==> src/rtl/ppu_cpu_port_pkg.sv <==
// dendy_ppu_pkg: register indices, DMA states and VRAM increments shared by the PPU CPU port
package dendy_ppu_pkg;
  localparam logic [2:0] REG_CTRL    = 3'd0;
  localparam logic [2:0] REG_MASK    = 3'd1;
  localparam logic [2:0] REG_STATUS  = 3'd2;
  localparam logic [2:0] REG_OAMADDR = 3'd3;
  localparam logic [2:0] REG_OAMDATA = 3'd4;
  localparam logic [2:0] REG_SCROLL  = 3'd5;
  localparam logic [2:0] REG_ADDR    = 3'd6;
  localparam logic [2:0] REG_DATA    = 3'd7;
  localparam logic [13:0] VRAM_INC_ACROSS = 14'd1;
  localparam logic [13:0] VRAM_INC_DOWN   = 14'd32;
  localparam logic [13:0] PAL_BASE        = 14'h3F00;
  typedef enum logic [1:0] {DMA_IDLE, DMA_ALIGN, DMA_READ, DMA_WRITE} dma_state_t;
endpackage

==> src/rtl/ppu_cpu_port_if.sv <==
// ppu_cpu_port_if: 6502-side register window, DMA read port and halt/NMI lines
interface ppu_cpu_port_if;
  logic [2:0] cpu_a;
  logic cpu_sel, cpu_dma_sel, cpu_r, cpu_w;
  logic [7:0] cpu_d, cpu_q;
  logic nmi, cpu_halt;
  logic [15:0] dma_a;
  logic dma_rd;
  logic [7:0] dma_q;
  modport master(output cpu_a, cpu_sel, cpu_dma_sel, cpu_r, cpu_w, cpu_d, dma_q,
                 input cpu_q, nmi, cpu_halt, dma_a, dma_rd);
  modport slave(input cpu_a, cpu_sel, cpu_dma_sel, cpu_r, cpu_w, cpu_d, dma_q,
                output cpu_q, nmi, cpu_halt, dma_a, dma_rd);
endinterface

==> src/rtl/ppu_cpu_port_oam_dma.sv <==
// ppu_oam_dma: sprite DMA FSM, one ALIGN cycle then DMA_LEN READ/WRITE pairs into OAM
module ppu_oam_dma
  import dendy_ppu_pkg::*;
#(
  parameter int DMA_LEN = 256
) (
  input  logic        clock25,
  input  logic        reset,
  input  logic        start,
  input  logic [7:0]  page,
  input  logic [7:0]  oam_base,
  output logic        busy,
  output logic        dma_rd,
  output logic [15:0] dma_a,
  output logic        oam_w,
  output logic [7:0]  oam_a
);
  dma_state_t state, state_n;
  logic [7:0] pg, idx;
  logic last;
  assign last = idx == 8'(DMA_LEN - 1);
  always_ff @(posedge clock25) begin
    if (reset) begin
      state <= DMA_IDLE;
      pg <= '0;
      idx <= '0;
    end else begin
      state <= state_n;
      pg <= state == DMA_IDLE && start ? page : pg;
      idx <= state == DMA_WRITE ? idx + 8'd1 : (state == DMA_IDLE ? '0 : idx);
    end
  end
  always_comb begin
    state_n = state == DMA_IDLE  ? (start ? DMA_ALIGN : DMA_IDLE) :
              state == DMA_ALIGN ? DMA_READ :
              state == DMA_READ  ? DMA_WRITE :
              (last ? DMA_IDLE : DMA_READ);
    busy = state != DMA_IDLE;
    dma_rd = state == DMA_READ;
    dma_a = dma_rd ? {pg, idx} : '0;
    oam_w = state == DMA_WRITE;
    oam_a = oam_base + idx;
  end
endmodule

==> src/rtl/ppu_cpu_port.sv <==
// ppu_cpu_port: PPU $2000-$2007 register port with optional $4014 OAM DMA (PPU_OAMDMA_EN)
module ppu_cpu_port
  import dendy_ppu_pkg::*;
#(
  parameter int DMA_LEN = 256
) (
  input  logic              clock25,
  input  logic              reset,
  ppu_cpu_port_if.slave     bus,
  input  logic              vblank,
  input  logic              sprite0,
  input  logic              overflow,
  output logic              vblank_clr,
  output logic [7:0]        ctrl,
  output logic [7:0]        mask,
  output logic [7:0]        scroll_x,
  output logic [7:0]        scroll_y,
  output logic [13:0]       vram_a,
  output logic [7:0]        vram_d,
  output logic              vram_w,
  input  logic [7:0]        vram_q,
  output logic [7:0]        oam_a,
  output logic [7:0]        oam_d,
  output logic              oam_w,
  input  logic [7:0]        oam_q
);
  logic idle, wr, rd, w_tog, rd_pend, oam_wr, dma_w;
  logic [5:0] t_hi;
  logic [13:0] vaddr, vram_wa, inc;
  logic [7:0] rbuf, oam_addr, oam_wa, oam_wd, dma_oa;
`ifdef PPU_OAMDMA_EN
  ppu_oam_dma #(.DMA_LEN(DMA_LEN)) u_dma (
    .clock25 (clock25),
    .reset   (reset),
    .start   (bus.cpu_dma_sel & bus.cpu_w & idle),
    .page    (bus.cpu_d),
    .oam_base(oam_addr),
    .busy    (bus.cpu_halt),
    .dma_rd  (bus.dma_rd),
    .dma_a   (bus.dma_a),
    .oam_w   (dma_w),
    .oam_a   (dma_oa)
  );
`else
  logic unused_dma;
  assign unused_dma = ^{bus.cpu_dma_sel, 32'(DMA_LEN)};
  assign bus.cpu_halt = 1'b0;
  assign bus.dma_rd = 1'b0;
  assign bus.dma_a = '0;
  assign dma_w = 1'b0;
  assign dma_oa = '0;
`endif
  always_comb begin
    idle = !bus.cpu_halt;
    wr = bus.cpu_sel & bus.cpu_w & idle;
    rd = bus.cpu_sel & bus.cpu_r & !bus.cpu_w & idle;
    inc = ctrl[2] ? VRAM_INC_DOWN : VRAM_INC_ACROSS;
    bus.nmi = ctrl[7] & vblank;
    vram_a = vram_w ? vram_wa : vaddr;
    oam_a = dma_w ? dma_oa : (oam_wr ? oam_wa : oam_addr);
    oam_d = dma_w ? bus.dma_q : oam_wd;
    oam_w = dma_w | oam_wr;
  end
  always_ff @(posedge clock25) begin
    if (reset) begin
      ctrl <= '0;
      mask <= '0;
      scroll_x <= '0;
      scroll_y <= '0;
      w_tog <= 1'b0;
      t_hi <= '0;
      vaddr <= '0;
      rbuf <= '0;
      oam_addr <= '0;
      bus.cpu_q <= '0;
      vblank_clr <= 1'b0;
      vram_w <= 1'b0;
      vram_wa <= '0;
      vram_d <= '0;
      oam_wr <= 1'b0;
      oam_wa <= '0;
      oam_wd <= '0;
      rd_pend <= 1'b0;
    end else begin
      vblank_clr <= rd && bus.cpu_a == REG_STATUS;
      vram_w <= wr && bus.cpu_a == REG_DATA;
      oam_wr <= wr && bus.cpu_a == REG_OAMDATA;
      rd_pend <= rd && bus.cpu_a == REG_DATA;
      if (wr) begin
        case (bus.cpu_a)
          REG_CTRL:    ctrl <= bus.cpu_d;
          REG_MASK:    mask <= bus.cpu_d;
          REG_OAMADDR: oam_addr <= bus.cpu_d;
          REG_OAMDATA: begin
            oam_wa <= oam_addr;
            oam_wd <= bus.cpu_d;
            oam_addr <= oam_addr + 8'd1;
          end
          REG_SCROLL: begin
            scroll_x <= w_tog ? scroll_x : bus.cpu_d;
            scroll_y <= w_tog ? bus.cpu_d : scroll_y;
            w_tog <= !w_tog;
          end
          REG_ADDR: begin
            t_hi <= w_tog ? t_hi : bus.cpu_d[5:0];
            vaddr <= w_tog ? {t_hi, bus.cpu_d} : vaddr;
            w_tog <= !w_tog;
          end
          REG_DATA: begin
            vram_wa <= vaddr;
            vram_d <= bus.cpu_d;
            vaddr <= vaddr + inc;
          end
          default: ;
        endcase
      end
      if (rd && bus.cpu_a == REG_STATUS) begin
        bus.cpu_q <= {vblank, sprite0, overflow, 5'b0};
        w_tog <= 1'b0;
      end
      if (rd && bus.cpu_a == REG_OAMDATA)
        bus.cpu_q <= oam_q;
      // $2007 read: address already stable, so vram_q is sampled one cycle after the strobe
      if (rd_pend) begin
        bus.cpu_q <= vaddr >= PAL_BASE ? vram_q : rbuf;
        rbuf <= vram_q;
        vaddr <= vaddr + inc;
      end
    end
  end
endmodule

==> src/flat_wrapper.sv <==
// flat-port wrapper written by rule: the top's interface ports become plain ports
module ppu_cpu_port_flat import dendy_ppu_pkg::*;
#(
  parameter int DMA_LEN = 256
)
  (clock25, reset, vblank, sprite0, overflow, vblank_clr, ctrl, mask, scroll_x, scroll_y, vram_a, vram_d, vram_w, vram_q, oam_a, oam_d, oam_w, oam_q, bus_cpu_a, bus_cpu_sel, bus_cpu_dma_sel, bus_cpu_r, bus_cpu_w, bus_cpu_d, bus_dma_q, bus_cpu_q, bus_nmi, bus_cpu_halt, bus_dma_a, bus_dma_rd);
  ppu_cpu_port_if bus_i ();
  input  logic clock25;
  input  logic reset;
  input  logic vblank;
  input  logic sprite0;
  input  logic overflow;
  output logic vblank_clr;
  output logic [7:0] ctrl;
  output logic [7:0] mask;
  output logic [7:0] scroll_x;
  output logic [7:0] scroll_y;
  output logic [13:0] vram_a;
  output logic [7:0] vram_d;
  output logic vram_w;
  input  logic [7:0] vram_q;
  output logic [7:0] oam_a;
  output logic [7:0] oam_d;
  output logic oam_w;
  input  logic [7:0] oam_q;
  input wire logic [$bits(bus_i.cpu_a)-1:0] bus_cpu_a;
  input wire logic [$bits(bus_i.cpu_sel)-1:0] bus_cpu_sel;
  input wire logic [$bits(bus_i.cpu_dma_sel)-1:0] bus_cpu_dma_sel;
  input wire logic [$bits(bus_i.cpu_r)-1:0] bus_cpu_r;
  input wire logic [$bits(bus_i.cpu_w)-1:0] bus_cpu_w;
  input wire logic [$bits(bus_i.cpu_d)-1:0] bus_cpu_d;
  input wire logic [$bits(bus_i.dma_q)-1:0] bus_dma_q;
  output wire logic [$bits(bus_i.cpu_q)-1:0] bus_cpu_q;
  output wire logic [$bits(bus_i.nmi)-1:0] bus_nmi;
  output wire logic [$bits(bus_i.cpu_halt)-1:0] bus_cpu_halt;
  output wire logic [$bits(bus_i.dma_a)-1:0] bus_dma_a;
  output wire logic [$bits(bus_i.dma_rd)-1:0] bus_dma_rd;
  assign bus_i.cpu_a = bus_cpu_a;
  assign bus_i.cpu_sel = bus_cpu_sel;
  assign bus_i.cpu_dma_sel = bus_cpu_dma_sel;
  assign bus_i.cpu_r = bus_cpu_r;
  assign bus_i.cpu_w = bus_cpu_w;
  assign bus_i.cpu_d = bus_cpu_d;
  assign bus_i.dma_q = bus_dma_q;
  assign bus_cpu_q = bus_i.cpu_q;
  assign bus_nmi = bus_i.nmi;
  assign bus_cpu_halt = bus_i.cpu_halt;
  assign bus_dma_a = bus_i.dma_a;
  assign bus_dma_rd = bus_i.dma_rd;
  ppu_cpu_port #(.DMA_LEN(DMA_LEN)) u_core (.clock25(clock25), .reset(reset), .bus(bus_i), .vblank(vblank), .sprite0(sprite0), .overflow(overflow), .vblank_clr(vblank_clr), .ctrl(ctrl), .mask(mask), .scroll_x(scroll_x), .scroll_y(scroll_y), .vram_a(vram_a), .vram_d(vram_d), .vram_w(vram_w), .vram_q(vram_q), .oam_a(oam_a), .oam_d(oam_d), .oam_w(oam_w), .oam_q(oam_q));
endmodule
==> config.mk <==
export PLATFORM = sky130hd
export DESIGN_NAME = ppu_cpu_port_flat
export DESIGN_NICKNAME = d
export VERILOG_FILES = /design/src/rtl/ppu_cpu_port_pkg.sv /design/src/rtl/ppu_cpu_port_if.sv /design/src/rtl/ppu_cpu_port_oam_dma.sv /design/src/rtl/ppu_cpu_port.sv /design/src/flat_wrapper.sv
export SDC_FILE = /design/constraint.sdc
export NUM_CORES = 1
export LEC_CHECK = 0
export CAP_MARGIN = 20
export CORE_ASPECT_RATIO = 1.2
export CORE_MARGIN = 3
export CORE_UTILIZATION = 37
export DETAILED_ROUTE_END_ITERATION = 7
export PLACE_DENSITY = 0.63
export SLEW_MARGIN = 20
export SYNTH_ARGS = -nofsm -noshare
export SYNTH_HDL_FRONTEND = slang
export SYNTH_SLANG_ARGS = --single-unit
==> constraint.sdc <==
create_clock -name clock25 -period 1.68 [get_ports clock25]
set_clock_uncertainty 0.15 [all_clocks]
set_input_delay 0.168 -clock clock25 [delete_from_list [all_inputs] [get_ports clock25]]
set_output_delay 0.168 -clock clock25 [all_outputs]
set_load 0.02 [all_outputs]
---- After elaboration in Yosys (flattened, before gate mapping) ----
Cells that the tools add are included.
W data, S select, Z words.
storage, ports and cells
  register bits after elaboration ......... 119
  output and inout port bits .............. 100
cells by class
  $add $sub $neg .......................... 2
  $lt $le $gt $ge ......................... 1
  equal/unequal tests ..................... 8
  multiplexer cells ....................... 12
  bitwise operators ....................... 5
  reduce and logical (&&, ||, !) cells .... 24
operator list
  cell                    count
  $mux W14                4
  $mux W8                 5
  $pmux W14 S2            1
  $pmux W8 S2             1
  $add A14 B14 Y14        1
  $ge A14 B14 Y1 const B  1
  $eq A3 B3 Y1 const B    4
  $reduce_and A2 Y1       6
  $reduce_and A3 Y1       4
  $add A8 B1 Y8 const B   1
  $eq A3 B2 Y1 const B    2
  $mux W6                 1
  $reduce_bool A3 Y1      2
  $logic_and A1 B1 Y1     5
  $and A1 B1 Y1           4
  $reduce_bool A2 Y1      2
  $reduce_or A2 Y1        2
  $eq A3 B1 Y1 const B    1
  $logic_not A3 Y1        1
  $ne A3 B1 Y1 const B    1
  $logic_not A1 Y1        2
  $not A1 Y1              1

---- Longest topological paths before layout ----
  depth after elaboration ................. 6
  gate-level depth with buffers ........... 7

---- Worst setup path after synthesis ----
Ideal clock, no wire load.
  kind .................................... flip-flop to flip-flop
  start point ............................. register u_core.ctrl[2]
  end point ............................... register u_core.vaddr[10]
  setup time .............................. 127 ps
  data arrival time ....................... 1720 ps
  path slack .............................. -317 ps
  cell stages (with the launch flop) ...... 8
  buffers on the path ..................... 0
  period minus slack after synthesis ...... 1997 ps
  cell sequence ........................... dfxtp_1 -> inv_1 -> ha_1 -> ha_1 -> and3_1 -> a31o_2 -> a311oi_1 -> a211oi_1
between the ends
  longest elaborated chain between the ends .. 5
RTL lines
  item                    line                                      text
  from (decl)             ppu_cpu_port.sv:14                        output logic [7:0] ctrl,
  from (signal assigned)  ppu_cpu_port.sv:91                        REG_CTRL: ctrl <= bus.cpu_d;
  $mux W6 *               ppu_cpu_port.sv:57                        inc = ctrl[2] ? VRAM_INC_DOWN : VRAM_INC_ACROSS;
  $add A14 B14 Y14 *      ppu_cpu_port.sv:112, ppu_cpu_port.sv:127
  $pmux W14 S2            ppu_cpu_port.sv:90                        case (bus.cpu_a)
  $mux W14                ppu_cpu_port.sv:89                        if (wr) begin
  $mux W14 *              ppu_cpu_port.sv:124                       if (rd_pend) begin
  to (signal assigned)    ppu_cpu_port.sv:106                       vaddr <= w_tog ? {t_hi, bus.cpu_d} : vaddr;
  to (signal assigned)    ppu_cpu_port.sv:112                       vaddr <= vaddr + inc;
  to (signal assigned)    ppu_cpu_port.sv:127                       vaddr <= vaddr + inc;
  to (decl)               ppu_cpu_port.sv:29                        logic [13:0] vaddr, vram_wa, inc;
Every way passes the cells marked *; elsewhere a longest branch is shown, timed or not. The select of a mux whose other input is x is not followed.
A chain may end at the register's enable or synchronous reset.

---- Worst setup path in the final report ----
  start point ............................. register u_core.ctrl[2]
  end point ............................... register u_core.vaddr[8]
Same word-level chain as after synthesis.

==> run_results.csv <==
group,metric,value,unit
outcome,status,"finished with violations",
outcome,violations,"setup timing",
clock_tree,clock_latency,410,ps
cells_and_area,fin_area,0.008557,mm2
logic_synthesis,synth_area,0.005712,mm2
floorplan,die_h,142.1,um
logic_synthesis,yosysMostFrequentCell,"dfxtp_1",
sta,fin_ws,-116.8,ps
cells_and_area,nFillCells,1417,
critical_path,worst_setup_path_end_kind,"register",
critical_path,crit_type,"reg2reg",
logic_synthesis,synth_top_area_cell,"dfxtp_1",
power_and_ir_drop,p_leak,3.755,nW
place,gp_congestion,0.8442,
sta,grt_setup_unrepaired,"true",
cells_and_area,area_growth,49.81,%
clock_tree,htree_levels,4,
logic_synthesis,yosys.area.top_type_share,41.71,%
logic_synthesis,ys_seq_elements,119,
route,routed-via-count,5240,
route,finalWirelength,16600,um
logic_synthesis,synth-main-ff-cell,"dfxtp_1",
route,drt_first_pass_iters,4,
flow_run,drv_cap,0,
logic_synthesis,synth_cells,658,
critical_path,reg2reg_depth,7,
critical_path,rr_endpoint,"u_core.vaddr[8]$_SDFFE_PP0P_",
cells_and_area,drive_above_1_share,25.06,%
critical_path,cp_common_cell,"ha_4",
logic_synthesis,async_flop_share,0,%
critical_path,required,1810,ps
clock_tree,clkSinkCount,119,
logic_synthesis,synthTopCellsByCount,"dfxtp_1, nand2_1, nor2_1",
sta,drv_slew,0,
floorplan,io_pins,144,
sta,hold_viol_final,0,
critical_path,worst_setup_path_start_kind,"register",
cells_and_area,diodes,0,
min_path,hp-class,"in2reg",
critical_path,cpPeakStageDelay,390,ps
floorplan,core,0.01508,mm2
min_path,hold_depth,4,
sta,fin_crit_sh,107.0,%
min_path,hp-start,"bus_cpu_a[2]",
place,dp_hpwl,12020,um
grt,overflow,0,
floorplan,fp.dieW,119.4,um
clock_tree,ctsRootBufferMaster,"clkbuf_16",
critical_path,slowest_stage,"dfxtp_4",
floorplan,die_area,0.01697,mm2
sta,fin_crit,1797,ps
route,drt.antenna.violating_nets,0,
grt,track_usage,19.77,%
critical_path,crit_chain,"inv_2, ha_4, ha_4, and3_4, a31o_4, a32oi_1, o32ai_1",
floorplan,initial_core_util,37.87,%
clock_tree,cts.clk_slew.worst_paths,50,ps
logic_synthesis,syn_area_per_cell,8.680,um2
route,dr.first_iter.drc_count,206,
power_and_ir_drop,ir_drop,0.5434,mV
place,portBuffers,116,
min_path,min_to,"u_core.vblank_clr$_SDFF_PP0_",
critical_path,ff2ff_setup_slack,-120,ps
floorplan,rows,49,
route,vias_per_cell,4.990,
grt,grt_pass1_wl,27040,um
clock_tree,clock_path_buffers,2,
power_and_ir_drop,power_density,823.4,mW/mm2
logic_synthesis,ys_warn_count,0,
logic_synthesis,synth_area_leaders,"dfxtp_1, mux2i_1, nand2_1",
place,placed_area,0.007641,mm2
sta,setup_viol,11,
logic_synthesis,synth_cell_types,64,
cells_and_area,final_core_util,56.74,%
critical_path,r2r_start,"u_core.ctrl[2]$_SDFFE_PP0P_",
logic_synthesis,synth-edff-count,0,
sta,fmax,556.5,MHz
route,detail_route.wl_per_cell,15.81,um
clock_tree,numCtsBuffers,17,
cells_and_area,final_nets,882,
logic_synthesis,ys_seq_area_share,41.71,%
sta,setup_tns,-748.7,ps
grt,antenna_found_initial,0,
route,drc_errors,0,
grt,grt_max_degree,70,
clock_tree,cts_tree,"done",
critical_path,cp_max_fo,5,
grt,grt_pass1_vias,5228,
critical_path,critPathArrivalTime,1930,ps
state kept, by name, summed over array words and instances (netlist names):
| register | cells |
|---|---|
| u_core.vaddr | 14 |
| u_core.vram_d | 8 |
| u_core.w_tog | 1 |
| u_core.rbuf | 8 |
| u_core.t_hi | 6 |
| u_core.vblank_clr | 1 |
| u_core.vram_w | 1 |
| u_core.bus.cpu_q | 8 |
| u_core.oam_wa | 8 |
| u_core.scroll_x | 8 |
| u_core.scroll_y | 8 |
| u_core.oam_addr | 8 |
| u_core.ctrl | 8 |
| u_core.oam_d | 8 |
| u_core.rd_pend | 1 |
| u_core.vram_wa | 14 |
| u_core.mask | 8 |
| u_core.oam_w | 1 |
critical path, delay by kind of cell (launching register included):
kind | cells | cell delay (ps)
fa+ha+maj | 2 | 320
compound gates | 3 | 550
flops | 1 | 390
buf+inv | 1 | 50
simple gates | 1 | 200
cells in the final DEF, fill, tap and decap left out, drive strengths merged, types with 4 or more instances in the layout:
master	n
a211oi	5
a21boi	5
a21oi	51
a311oi	8
a31oi	9
and2	15
and3	14
buf	116
clkbuf	22
clkdlybuf4s50	32
clkinv	6
conb	18
dfxtp	119
dlygate4sd2	39
dlymetal6s2s	21
ha	4
mux2	22
mux2i	53
nand2	99
nand2b	4
nand3	9
nor2	72
nor3	16
o21ai	30
cell type report:
class                      instances  area (um2)  area share, %
tap                              204       255.2          2.983
clock inverter                     9       100.1          1.170
sequential                       119        2392          27.96
inverter                           4       15.01         0.1755
multi-input combinational        482        3229          37.74
clock buffer                      22       474.2          5.542
timing repair buffer             210        2091          24.43
layer usage:
layer,part of all wire [%],wire (um),track usage [%],up-vias
met4,1.4,227,5.368,0
met5,0,0,0,-
met3,4.4,722,5.209,14
met1,44,7235,24.21,2498
li1,-,-,-,2615
met2,51,8412,34.50,113
timing repair:
action / 4_1_cts / 5_1_grt
setup endpoints to repair: 78 / 69
endpoints found under the hold margin: 5 / 0
cloned: 1 / 0
hold buffers: 1 / 0
pin swaps: 10 / 10
buffers inserted: 5 / 3
gates resized for setup: 190 / 61
power by group:
| group | switching [W] | internal (W) |
|---|---|---|
| combinational | 0.000350 | 0.000292 |
| clock | 0.00125 | 0.00228 |
| sequential | 0.0000273 | 0.00285 |
kinds of logic (layout without fill, tap and decap cells):
logic type	after synthesis	after routing	share of synthesized area (%)
AO/OA/AOI/OAI	134	134	15.09
buffers and inverters	74	245	7.229
XOR/XNOR	2	2	0.3067
adder cells (fa/ha/maj)	4	4	0.8763
other	1	18	0.06565
flip-flops	119	119	41.71
multiplexers	75	75	13.63
AND/OR/NAND/NOR	249	249	21.10
per-stage QoR:
step	worst slack, ps	power [W]	hold slack (ps)	cells
final	-116.8	0.007046	167.0	1050
after global routing	-153.8	0.007303	193.9	1050
after floorplan	-19.04	0.003285	154.0	675
after CTS	-125.6	0.007095	189.2	1047
after detailed placement	-472.0	0.003565	296.6	1009
after global placement	-406.9	0.003556	288.3	1009
how the worst max path moves through the flow:
stage	slack, ps	depth (start not counted)	startpoint	to
2_1_floorplan	-20	7	u_core.ctrl[2]$_SDFFE_PP0P_	u_core.vaddr[10]$_SDFFE_PP0P_
3_3_place_gp	-410	6	bus_cpu_a[0]	u_core.bus.cpu_q[0]$_SDFFE_PP0P_
3_5_place_dp	-470	6	bus_cpu_a[2]	u_core.bus.cpu_q[0]$_SDFFE_PP0P_
4_1_cts	-130	7	u_core.ctrl[2]$_SDFFE_PP0P_	u_core.vaddr[8]$_SDFFE_PP0P_
5_1_grt	-150	7	u_core.ctrl[2]$_SDFFE_PP0P_	u_core.vaddr[10]$_SDFFE_PP0P_
6_report	-120	7	u_core.ctrl[2]$_SDFFE_PP0P_	u_core.vaddr[8]$_SDFFE_PP0P_
Note: power is estimated with default switching activity, not from simulation.
